--- src/rtl/div_issue_ctrl.sv ---
// div_issue_ctrl: EX-stage issue controller for the 33-step iterative divider.
// Accepts one divide/modulo op, holds operands stable while the divider runs,
// captures the quotient or remainder and hands it downstream. A cancelled op is
// drained so the divider counter is back at 0 before the next op starts.
//
// Ports:
//   div_clk, resetn          clock, synchronous active-low reset
//   in_valid/in_ready        op handshake from EX (in_ready is combinational)
//   in_op                    00 div.w, 01 mod.w, 10 div.wu, 11 mod.wu
//   in_src1/in_src2/in_dest  dividend, divisor, destination tag
//   cancel                   pipeline flush, highest priority
//   out_valid/out_ready      result handshake
//   out_result/out_dest      quotient or remainder and its tag
//   div_req/div_signed_o     divider request and sign mode
//   div_x/div_y              divider operands
//   div_s/div_r/div_complete divider quotient, remainder, completion
module div_issue_ctrl #(
    parameter int unsigned DEST_W = 5
) (
    input  logic              div_clk,
    input  logic              resetn,
    input  logic              in_valid,
    output logic              in_ready,
    input  logic [1:0]        in_op,
    input  logic [31:0]       in_src1,
    input  logic [31:0]       in_src2,
    input  logic [DEST_W-1:0] in_dest,
    input  logic              cancel,
    output logic              out_valid,
    input  logic              out_ready,
    output logic [31:0]       out_result,
    output logic [DEST_W-1:0] out_dest,
    output logic              div_req,
    output logic              div_signed_o,
    output logic [31:0]       div_x,
    output logic [31:0]       div_y,
    input  logic [31:0]       div_s,
    input  logic [31:0]       div_r,
    input  logic              div_complete
);

    localparam int unsigned DATA_W = 32;

    typedef enum logic [1:0] {
        S_IDLE  = 2'd0,
        S_BUSY  = 2'd1,
        S_DONE  = 2'd2,
        S_DRAIN = 2'd3
    } state_e;

    state_e              state_q, state_d;
    logic [DATA_W-1:0]   x_q, x_d;
    logic [DATA_W-1:0]   y_q, y_d;
    logic                signed_q, signed_d;
    logic                mod_q, mod_d;
    logic [DEST_W-1:0]   dest_q, dest_d;
    logic [DATA_W-1:0]   result_q, result_d;
    logic                accept;

    // A new op may enter when idle, or when the held result leaves this cycle.
    assign in_ready = ~cancel & ((state_q == S_IDLE) |
                                 ((state_q == S_DONE) & out_ready));
    assign accept   = in_valid & in_ready;

    assign out_valid    = (state_q == S_DONE);
    assign div_req      = (state_q == S_BUSY) | (state_q == S_DRAIN);
    assign div_x        = x_q;
    assign div_y        = y_q;
    assign div_signed_o = signed_q;
    assign out_result   = result_q;
    assign out_dest     = dest_q;

    // Next-state and datapath register updates.
    always_comb begin
        state_d  = state_q;
        x_d      = x_q;
        y_d      = y_q;
        signed_d = signed_q;
        mod_d    = mod_q;
        dest_d   = dest_q;
        result_d = result_q;

        case (state_q)
            S_IDLE: begin
                if (accept) state_d = S_BUSY;
            end
            S_BUSY: begin
                // div_req stays high through the complete cycle so the
                // divider counter wraps to 0 on that edge.
                if (cancel) begin
                    state_d = div_complete ? S_IDLE : S_DRAIN;
                end else if (div_complete) begin
                    state_d  = S_DONE;
                    result_d = mod_q ? div_r : div_s;
                end
            end
            S_DONE: begin
                if (cancel) begin
                    state_d = S_IDLE;
                end else if (out_ready) begin
                    state_d = accept ? S_BUSY : S_IDLE;
                end
            end
            S_DRAIN: begin
                if (div_complete) state_d = S_IDLE;
            end
            default: state_d = S_IDLE;
        endcase

        if (accept) begin
            x_d      = in_src1;
            y_d      = in_src2;
            signed_d = ~in_op[1];
            mod_d    = in_op[0];
            dest_d   = in_dest;
        end
    end

    // State and operand registers.
    always_ff @(posedge div_clk) begin
        if (!resetn) begin
            state_q  <= S_IDLE;
            x_q      <= '0;
            y_q      <= '0;
            signed_q <= 1'b0;
            mod_q    <= 1'b0;
            dest_q   <= '0;
            result_q <= '0;
        end else begin
            state_q  <= state_d;
            x_q      <= x_d;
            y_q      <= y_d;
            signed_q <= signed_d;
            mod_q    <= mod_d;
            dest_q   <= dest_d;
            result_q <= result_d;
        end
    end

endmodule

--- config.mk ---
export PLATFORM = sky130hd
export DESIGN_NAME = div_issue_ctrl
export DESIGN_NICKNAME = d
export VERILOG_FILES = /design/src/rtl/div_issue_ctrl.sv
export SDC_FILE = /design/constraint.sdc
export NUM_CORES = 1
export LEC_CHECK = 0
export BUFFER_PORTS_ARGS = -buffer_cell sky130_fd_sc_hd__buf_2
export CAP_MARGIN = 5
export CORE_MARGIN = 2
export CORE_UTILIZATION = 45
export CTS_CLUSTER_SIZE = 12
export DETAILED_ROUTE_END_ITERATION = 8
export GPL_TIMING_DRIVEN = 1
export PLACE_DENSITY = 0.76
export SLEW_MARGIN = 20
export SYNTH_ARGS = -nofsm -noshare
export SYNTH_HDL_FRONTEND = slang
export SYNTH_SLANG_ARGS = --single-unit
--- constraint.sdc ---
create_clock -name div_clk -period 1.5 [get_ports div_clk]
set_clock_uncertainty 0.1 [all_clocks]
set_input_delay 0.3 -clock div_clk [delete_from_list [all_inputs] [get_ports div_clk]]
set_output_delay 0.3 -clock div_clk [all_outputs]
set_load 0.02 [all_outputs]
==> results of run 1 <==
-- path summary, 6_finish.rpt --
kind / to / cells past startpoint / slack [ns]
worst max-delay path: out_result[11] / 6 / -0.12
worst min-delay path: div_x[2] / 3 / 0.08
worst max register to register: out_result[11] / 6 / -0.12
worst min register to register: out_dest[4] / 2 / 0.36
-- sequential cells by signal, summed over array words and instances (netlist names) --
| signal | count |
|---|---|
| mod_q | 1 |
| out_dest | 5 |
| div_signed_o | 1 |
| state_q | 2 |
| out_result | 32 |
| div_x | 32 |
| div_y | 32 |
-- per-layer routing --
| metal | wire, um | part of all wire (%) | GRT usage (%) |
|---|---|---|---|
| met3 | 904 | 7.5 | 4.616 |
| met5 | 0 | 0 | 0 |
| met1 | 4824 | 40 | 22.89 |
| met2 | 6169 | 51 | 36.46 |
| met4 | 208 | 1.7 | 8.286 |
-- metrics by stage --
stage,std cells,setup slack [ns]
after floorplan,468,0.1251
after global placement,833,-0.1062
after detailed placement,833,-0.1415
after CTS,851,-0.1071
after global routing,858,-0.1664
final,858,-0.1247
-- cells by family after synthesis --
kind of cell | count (synthesis) | share of synthesized area (%)
compound gates | 37 | 8.237
mux | 104 | 22.84
flops | 105 | 46.13
simple gates | 180 | 15.21
buf+inv | 42 | 7.578
-- worst max-delay path, delay by kind of cell (launching register included) --
kind	cells	cell delay, ns
AND/OR/NAND/NOR	2	0.51
buffers and inverters	3	0.44
flip-flops	1	0.35
AO/OA/AOI/OAI	1	0.12
-- power by group through the flow --
stage / clock network (mW) / logic, mW / registers, mW
2_1_floorplan: 0 / 0.444 / 3.19
3_3_place_gp: 0 / 0.973 / 3.04
3_5_place_dp: 0 / 0.997 / 3.05
4_1_cts: 1.63 / 1.02 / 2.98
5_1_grt: 1.76 / 1.14 / 3.00
6_report: 1.58 / 1.06 / 2.98
-- cells in the final DEF (no fill, tap or decap), types with 2 or more instances in the layout --
| master | netlist | final |
|---|---|---|
| clkinv_2 | 0 | 2 |
| dfxtp_2 | 0 | 2 |
| buf_4 | 1 | 18 |
| clkinvlp_4 | 0 | 3 |
| clkbuf_8 | 0 | 10 |
| buf_6 | 6 | 7 |
| nand2_4 | 0 | 15 |
| dfxtp_1 | 105 | 102 |
| buf_12 | 8 | 11 |
| clkbuf_16 | 0 | 4 |
| buf_2 | 7 | 242 |
| nand2_1 | 174 | 142 |
| mux2i_1 | 104 | 104 |
| o211a_1 | 32 | 32 |
| nand2_2 | 0 | 17 |
-- area by class of cell --
type	instances	area (um^2)	area share, %
Multi-Input combinational cell	321	2281	35.21
Sequential cell	105	2108	32.54
Timing Repair Buffer	282	1745	26.94
Tap cell	133	166.4	2.569
Clock buffer	10	137.6	2.124
Clock inverter	5	32.53	0.5021
Inverter	2	7.507	0.1159
-- repair_timing --
action | in CTS | in global routing
pin swaps | 1 | 2
setup endpoints to repair | 2 | 102
buffers inserted | 3 | 3
cloned | 0 | 4
resized for setup | 12 | 50
==> impl_metrics.csv, run 1 <==
group,metric,value,unit
worst_setup_path,end_kind,"flip-flop",
yosys,syn_inst,468,
pwr,combPwrFrac,18.9,%
sta,slew_violations,0,
layout,drive_above_1_share,46.48,%
floorplanning,coreArea,0.009819,mm^2
sta,setup_viol,92,
pwr,p_sw,1.588,mW
cts,htreeDepth,3,
sta,whs,0.07535,ns
grt,antenna_found_initial,0,
sta,layout_worst_path_cycle_share,108.3,%
worst_setup_path,cp_common_cell,"buf_6",
cts,clkSinkCount,105,
yosys,ys_ff_latch,105,
layout,syn_to_final_growth,42.17,%
routing,dr.pass1.iters,5,
sta,setup_slack,-0.1247,ns
yosys,syn_nets,609,
cts,numCtsBuffers,9,
routing,drt-total-wl,12110,um
cts,path_clk_slew,0.10,ns
pwr,ir_drop,0.0006032,V
min_path,min_path_type,"input pin to flip-flop",
floorplanning,die_h,104.6,um
pwr,p_per_area,868.4,mW/mm^2
pwr,power_leakage,3.539,nW
routing,routed_via_density,4.894,
yosys,avgSynthCellArea,9.737,um^2
yosys,synth_edf_count,0,
worst_setup_path,critical_path_class,"flip-flop to flip-flop",
layout,post-route-util,65.98,%
floorplanning,die-area,0.01095,mm^2
yosys,yosys.area.top_type_share,46.13,%
floorplanning,io_pins,246,
layout,fin_area,0.006479,mm^2
routing,wl_per_cell,14.11,um
floorplanning,rows,36,
cts,clock_latency,0.35,ns
yosys,synth_common_cells,"nand2_1, dfxtp_1, mux2i_1",
placed_design,dp_hpwl,8895,um
routing,vias,4199,
routing,detail-route-antenna-nets,0,
placed_design,postPlaceCellArea,0.005956,mm^2
yosys,synth.cell_area,0.004557,mm^2
layout,antenna-diode-count,0,
worst_setup_path,worstPathCellList,"buf_6, buf_6, and4bb_4, clkbuf_16, nand2_4, o211a_1",
yosys,synth.largest_area_cell,"dfxtp_1",
cts,clockBufferDepth,2,
pwr,swShare,28.22,%
pwr,clockPowerShare,28.1,%
yosys,yosysSeqAreaShare,46.13,%
worst_setup_path,setup.worst_path.start,"state_q[1]",
job,max_cap_viol_count,0,
placed_design,routabilityCongestion,0.7732,
worst_setup_path,slowest_delay,0.47,ns
yosys,synth_most_common_cell,"nand2_1",
sta,final-hold-violation-count,0,
placed_design,io_buffers,245,
yosys,synth_area_leaders,"dfxtp_1, mux2i_1, nand2_1",
floorplanning,die_w,104.6,um
worst_setup_path,worst-path-max-fanout,8,
sta,finalSetupTns,-5.416,ns
yosys,ys_warn_count,0,
sta,relSlewSlack,74.96,%
sta,fmax,615.5,MHz
grt,grt_pass1_vias,4024,
yosys,ys_types,22,
worst_setup_path,r2r_start,"state_q[1]",
grt,overflow,0,
run_status,status,"complete, but fails checks",
yosys,synth_ff_type,"dfxtp_1",
pwr,seqPwrFrac,53.0,%
cts,cts_hold_buffers,0,
worst_setup_path,start_kind,"flip-flop",
cts,clock_tree.root_cell,"clkbuf_8",
worst_setup_path,cp.required,1.67,ns
min_path,hold_path.startpoint,"in_src1[2]",
worst_setup_path,crit_arrival,1.79,ns
yosys,synthArstFlopShare,0,%
run_status,violations,"setup timing",
grt,grt_max_degree,42,
sta,post-route-min-period,1.625,ns
pwr,internal-power,4.039,mW
sta,grt_setup_unrepaired,"true",
cts,cts_tree,"built",
layout,nFillCells,820,
worst_setup_path,slowest_stage,"and4bb_4",
routing,initialDrtViolationCount,154,
floorplanning,start_util,46.41,%
grt,grt_pass1_wl,18150,um
layout,fin_nets,862,
sta,max_slew.worst_pin.slew,0.3652,ns
routing,drc,0,
pwr,fin_total_pwr,5.626,mW
grt,track_usage,20.20,%
Power figures use the tool's default switching activity.
==> inputs of run 2 (changes only) <==
--- a/config.mk
+++ b/config.mk
@@ -7,7 +7,6 @@
 export LEC_CHECK = 0
 export BUFFER_PORTS_ARGS = -buffer_cell sky130_fd_sc_hd__buf_2
 export CAP_MARGIN = 5
-export CORE_MARGIN = 2
 export CORE_UTILIZATION = 45
 export CTS_CLUSTER_SIZE = 12
 export DETAILED_ROUTE_END_ITERATION = 8
==> impl_metrics.csv, run 2 (synthesis results as in run 1) <==
group,metric,value,unit
sta,relSlewSlack,82.69,%
layout,fin_nets,853,
routing,vias,4046,
cts,htreeDepth,3,
floorplanning,die-area,0.01053,mm^2
pwr,power_leakage,3.360,nW
routing,dr.pass1.iters,5,
grt,grt_pass1_vias,3652,
floorplanning,rows,36,
routing,detail-route-antenna-nets,0,
grt,track_usage,20.44,%
grt,overflow,0,
floorplanning,die_h,102.6,um
sta,setup_slack,-0.1238,ns
cts,clkSinkCount,105,
cts,path_clk_slew,0.10,ns
worst_setup_path,end_kind,"primary output",
sta,fmax,615.8,MHz
cts,clockBufferDepth,2,
worst_setup_path,setup.worst_path.start,"state_q[1]",
min_path,min_path_type,"input pin to flip-flop",
cts,cts_tree,"built",
sta,setup_viol,73,
worst_setup_path,cp.required,1.10,ns
cts,cts_hold_buffers,0,
cts,clock_latency,0.36,ns
grt,antenna_found_initial,0,
floorplanning,io_pins,246,
worst_setup_path,r2r_start,"state_q[1]",
placed_design,placedCellCount,829,
placed_design,dp_hpwl,8739,um
cts,numCtsBuffers,9,
grt,grt_pass1_wl,16640,um
layout,fin_cells,850,
routing,initialDrtViolationCount,99,
floorplanning,die_w,102.6,um
worst_setup_path,crit_arrival,1.22,ns
pwr,p_per_area,926.9,mW/mm^2
run_status,violations,"setup timing",
sta,layout_worst_path_cycle_share,108.3,%
routing,drc,0,
routing,drt-total-wl,11560,um
layout,nFillCells,833,
sta,grt_setup_unrepaired,"true",
layout,layout_common_cells,"buf_2, nand2_1, mux2i_1",
layout,multi_input_area,0.002121,mm^2
worst_setup_path,reg2reg_slack,-0.12,ns
sta,max_slew.worst_pin.slew,0.2596,ns
layout,drive_above_1_share,41.56,%
layout,syn_to_final_growth,37.59,%
sta,post-route-min-period,1.624,ns
routing,routed_via_density,4.760,
floorplanning,start_util,46.62,%
grt,grt_max_degree,65,
routing,wl_per_cell,13.60,um
layout,final_common_cell,"buf_2",
sta,final-hold-violation-count,0,
layout,antenna-diode-count,0,
floorplanning,coreArea,0.009774,mm^2
worst_setup_path,worst-path-max-fanout,3,
min_path,hold_path.startpoint,"in_src2[30]",
run_status,status,"complete, but fails checks",
layout,ff_latch_area,0.002111,mm^2
placed_design,routabilityCongestion,0.7761,
worst_setup_path,critical_path_class,"flip-flop to primary output",
pwr,fin_total_pwr,5.811,mW
sta,slew_violations,0,
placed_design,io_buffers,245,
job,max_cap_viol_count,0,
worst_setup_path,start_kind,"flip-flop",
pwr,ir_drop,0.0004460,V
cts,clock_tree.root_cell,"clkbuf_8",
-- run 2: cell types whose count changed in the layout (fill, tap and decap cells not counted), moves of 2 or more --
| cell | delta |
|---|---|
| nand2_1 | +32 |
| nand2_2 | -17 |
| nand2_4 | -15 |
| buf_4 | -8 |
| buf_8 | +3 |
| clkbuf_16 | -2 |
| inv_6 | +2 |
-- run 2: per-layer routing --
layer / up-vias / share of wire, % / global-route usage [%]
li1: 2049 / - / -
met1: 1823 / 41 / 22.32
met2: 162 / 49 / 37.49
met3: 12 / 7.6 / 5.627
met4: 0 / 1.5 / 7.692
met5: - / 0 / 0
-- run 2: repair_timing --
| item | in CTS | in global routing |
|---|---|---|
| setup buffers | 1 | 2 |
| pin swaps | 0 | 1 |
| setup endpoints to repair | 3 | 65 |
| endpoints found under the hold margin | 0 | 0 |
| resized for setup | 8 | 15 |
| gates cloned | 0 | 2 |
-- run 2: layout make-up --
type | instances | share of cell area [%]
Inverter | 2 | 0.1197
Clock buffer | 9 | 1.976
Clock inverter | 7 | 1.217
Tap cell | 133 | 2.654
Sequential cell | 105 | 33.67
Multi-Input combinational cell | 321 | 33.83
Timing Repair Buffer | 273 | 26.54
-- run 2: through the flow --
stage	instance area [um^2]	hold WS [ns]	worst slack [ns]	util [%]	TNS, ns
after floorplan	4557	0.3422	0.1251	-	0
after global placement	5926	0.3379	-0.06534	60.62	-3.336
after detailed placement	5926	0.3444	-0.09358	60.62	-4.783
after CTS	6156	0.04144	-0.1426	62.98	-0.2094
after global routing	6270	0.04340	-0.2052	64.14	-11.73
final	6270	0.05607	-0.1238	64.14	-6.705
-- run 2: critical path: stages (launching register included) --
cell and delay [ns]:
dfxtp_4 0.36, buf_6 0.11, a211oi_2 0.21, buf_4 0.18
-- run 2: where the power goes --
| part | switching, mW | internal (mW) |
|---|---|---|
| sequential | 0.0697 | 2.91 |
| clock | 1.02 | 0.784 |
| combinational | 0.540 | 0.490 |
-- run 2: final timing paths --
kind,endpoint,cells after the start
worst max register to register,div_y[11],6
worst min register to register,div_y[15],2
worst min-delay path,div_y[30],3
worst max-delay path,in_ready,3
==> inputs of run 3 (changes only) <==
--- a/config.mk
+++ b/config.mk
@@ -7,11 +7,11 @@
 export LEC_CHECK = 0
 export BUFFER_PORTS_ARGS = -buffer_cell sky130_fd_sc_hd__buf_2
 export CAP_MARGIN = 5
-export CORE_UTILIZATION = 45
+export CORE_UTILIZATION = 35
 export CTS_CLUSTER_SIZE = 12
 export DETAILED_ROUTE_END_ITERATION = 8
 export GPL_TIMING_DRIVEN = 1
-export PLACE_DENSITY = 0.76
+export PLACE_DENSITY = 0.61
 export SLEW_MARGIN = 20
 export SYNTH_ARGS = -nofsm -noshare
 export SYNTH_HDL_FRONTEND = slang
==> impl_metrics.csv, run 3 (synthesis results as in run 1) <==
group,metric,value,unit
run_status,status,"complete, but fails checks",
run_status,violations,"setup timing",
sta,finalSetupTns,-0.01384,ns
cts,numCtsBuffers,9,
cts,path_clk_slew,0.07,ns
worst_setup_path,setup.worst_path.start,"state_q[1]",
routing,drc,0,
worst_setup_path,slowest_delay,0.37,ns
pwr,fin_total_pwr,6.279,mW
placed_design,dp_hpwl,8478,um
grt,track_usage,16.06,%
worst_setup_path,slowest_stage,"dfxtp_4",
worst_setup_path,critical_path_class,"flip-flop to primary output",
routing,initialDrtViolationCount,168,
sta,final-hold-violation-count,0,
job,max_cap_viol_count,0,
routing,dr.pass1.iters,4,
floorplanning,start_util,35.96,%
worst_setup_path,end_kind,"primary output",
layout,syn_to_final_growth,37.73,%
worst_setup_path,start_kind,"flip-flop",
grt,use_met2,27.82,%
routing,vias,4011,
worst_setup_path,cp_num_cells,2,
sta,post-route-min-period,1.514,ns
sta,layout_worst_path_cycle_share,100.9,%
grt,antenna_found_initial,0,
sta,grt_setup_unrepaired,"true",
grt,grt-busiest-layer,"met2",
floorplanning,io_pins,246,
pwr,ir_drop,0.0004159,V
layout,fin_nets,847,
worst_setup_path,r2r_start,"state_q[1]",
grt,grt_pass1_vias,3693,
pwr,p_per_area,1001,mW/mm^2
worst_setup_path,critPathTopFamily,"flip-flops",
floorplanning,coreArea,0.01267,mm^2
floorplanning,rows,41,
sta,slew_violations,0,
worst_setup_path,r2r-end,"div_y[19]",
sta,setup_slack,-0.01384,ns
routing,detail-route-antenna-nets,0,
routing,drt-total-wl,11120,um
worst_setup_path,reg2reg_slack,0.02,ns
grt,use_met3,5.397,%
worst_setup_path,worst-path-max-fanout,6,
layout,post-route-util,49.53,%
grt,overflow,0,
cts,htreeDepth,3,
placed_design,io_buffers,245,
cts,clockBufferDepth,2,
grt,grtUsageMet1,17.88,%
cts,cts_tree,"built",
worst_setup_path,crit_arrival,1.11,ns
layout,drive_above_1_share,40.93,%
pwr,power_leakage,3.356,nW
cts,clock_latency,0.34,ns
placed_design,postPlaceCellArea,0.005949,mm^2
worst_setup_path,rr_worst_depth,4,
worst_setup_path,worstPathCellList,"a211oi_4, buf_6",
floorplanning,die_h,116.1,um
layout,final_common_cell,"buf_2",
routing,routed_via_density,4.542,
min_path,hold_path.startpoint,"in_src2[4]",
worst_setup_path,endpoint,"in_ready",
grt,grt_pass1_wl,16920,um
sta,setup_viol,1,
cts,clock_tree.root_cell,"clkbuf_16",
sta,whs,0.09729,ns
placed_design,routabilityCongestion,0.7238,
layout,layout_common_cells,"buf_2, nand2_1, mux2i_1",
sta,fmax,660.6,MHz
worst_setup_path,cp_num_buf_inv,1,
sta,relSlewSlack,77.81,%
sta,max_slew.worst_pin.slew,0.3328,ns
layout,fin_area,0.006276,mm^2
cts,clkSinkCount,105,
worst_setup_path,cp.required,1.10,ns
grt,grt_max_degree,82,
floorplanning,die_w,116.1,um
layout,antenna-diode-count,0,
min_path,min_path_type,"input pin to flip-flop",
floorplanning,die-area,0.01348,mm^2
routing,wl_per_cell,12.60,um
run 3: cell types whose count changed in the layout (fill, tap and decap cells not counted), moves of 2 or more:
cell / previous run / this run
clkbuf_16: 2 / 9
buf_4: 10 / 15
buf_6: 6 / 1
clkbuf_8: 9 / 4
buf_8: 3 / 0
buf_12: 11 / 9
clkinvlp_4: 2 / 0
inv_6: 2 / 0
run 3: tightest hold or removal path, stage by stage:
cell     delay, ns
buf_2         0.09
nand2_1       0.04
mux2i_1       0.05
run 3: worst min-delay path by stage:
stage	to	slack [ns]	cells after the start
final	div_y[4]	0.1	3
after global routing	out_dest[3]	0.09	3
after CTS	div_y[8]	0.08	3
after detailed placement	out_dest[4]	0.34	2
after global placement	out_dest[2]	0.34	2
after floorplan	mod_q	0.34	2
run 3: metal layers:
metal	up-vias	wire length [um]
met5	-	0
met4	0	172
met3	11	1039
met2	176	5237
met1	1789	4674
li1	2035	-
run 3: layout make-up:
type                    instances  area [um^2]
inverters                       2        7.507
clock inverters                 3        22.52
multi-input cells             321         2125
fillers                      1232         6395
repair buffers                267         1515
clock buffers                  13        280.3
well taps                     172        215.2
flip-flops and latches        105         2111
run 3: timing repair:
action | CTS | global route
pin swaps | 1 | 1
setup endpoints to repair | 17 | 36
buffers inserted | 0 | 0
gates resized for setup | 9 | 1
hold buffers | 0 | 0
run 3: where the power goes:
| part | internal (mW) | switching, mW | total (mW) |
|---|---|---|---|
| clock network | 1.31 | 1.01 | 2.33 |
| registers | 2.91 | 0.0693 | 2.98 |
| logic | 0.453 | 0.520 | 0.973 |
run 3: stage by stage:
stage | instances | setup slack [ns]
floorplan | 468 | 0.1251
global placement | 868 | -0.07330
detailed placement | 868 | -0.1228
CTS | 883 | -0.08129
global route | 883 | -0.05271
finish | 883 | -0.01384
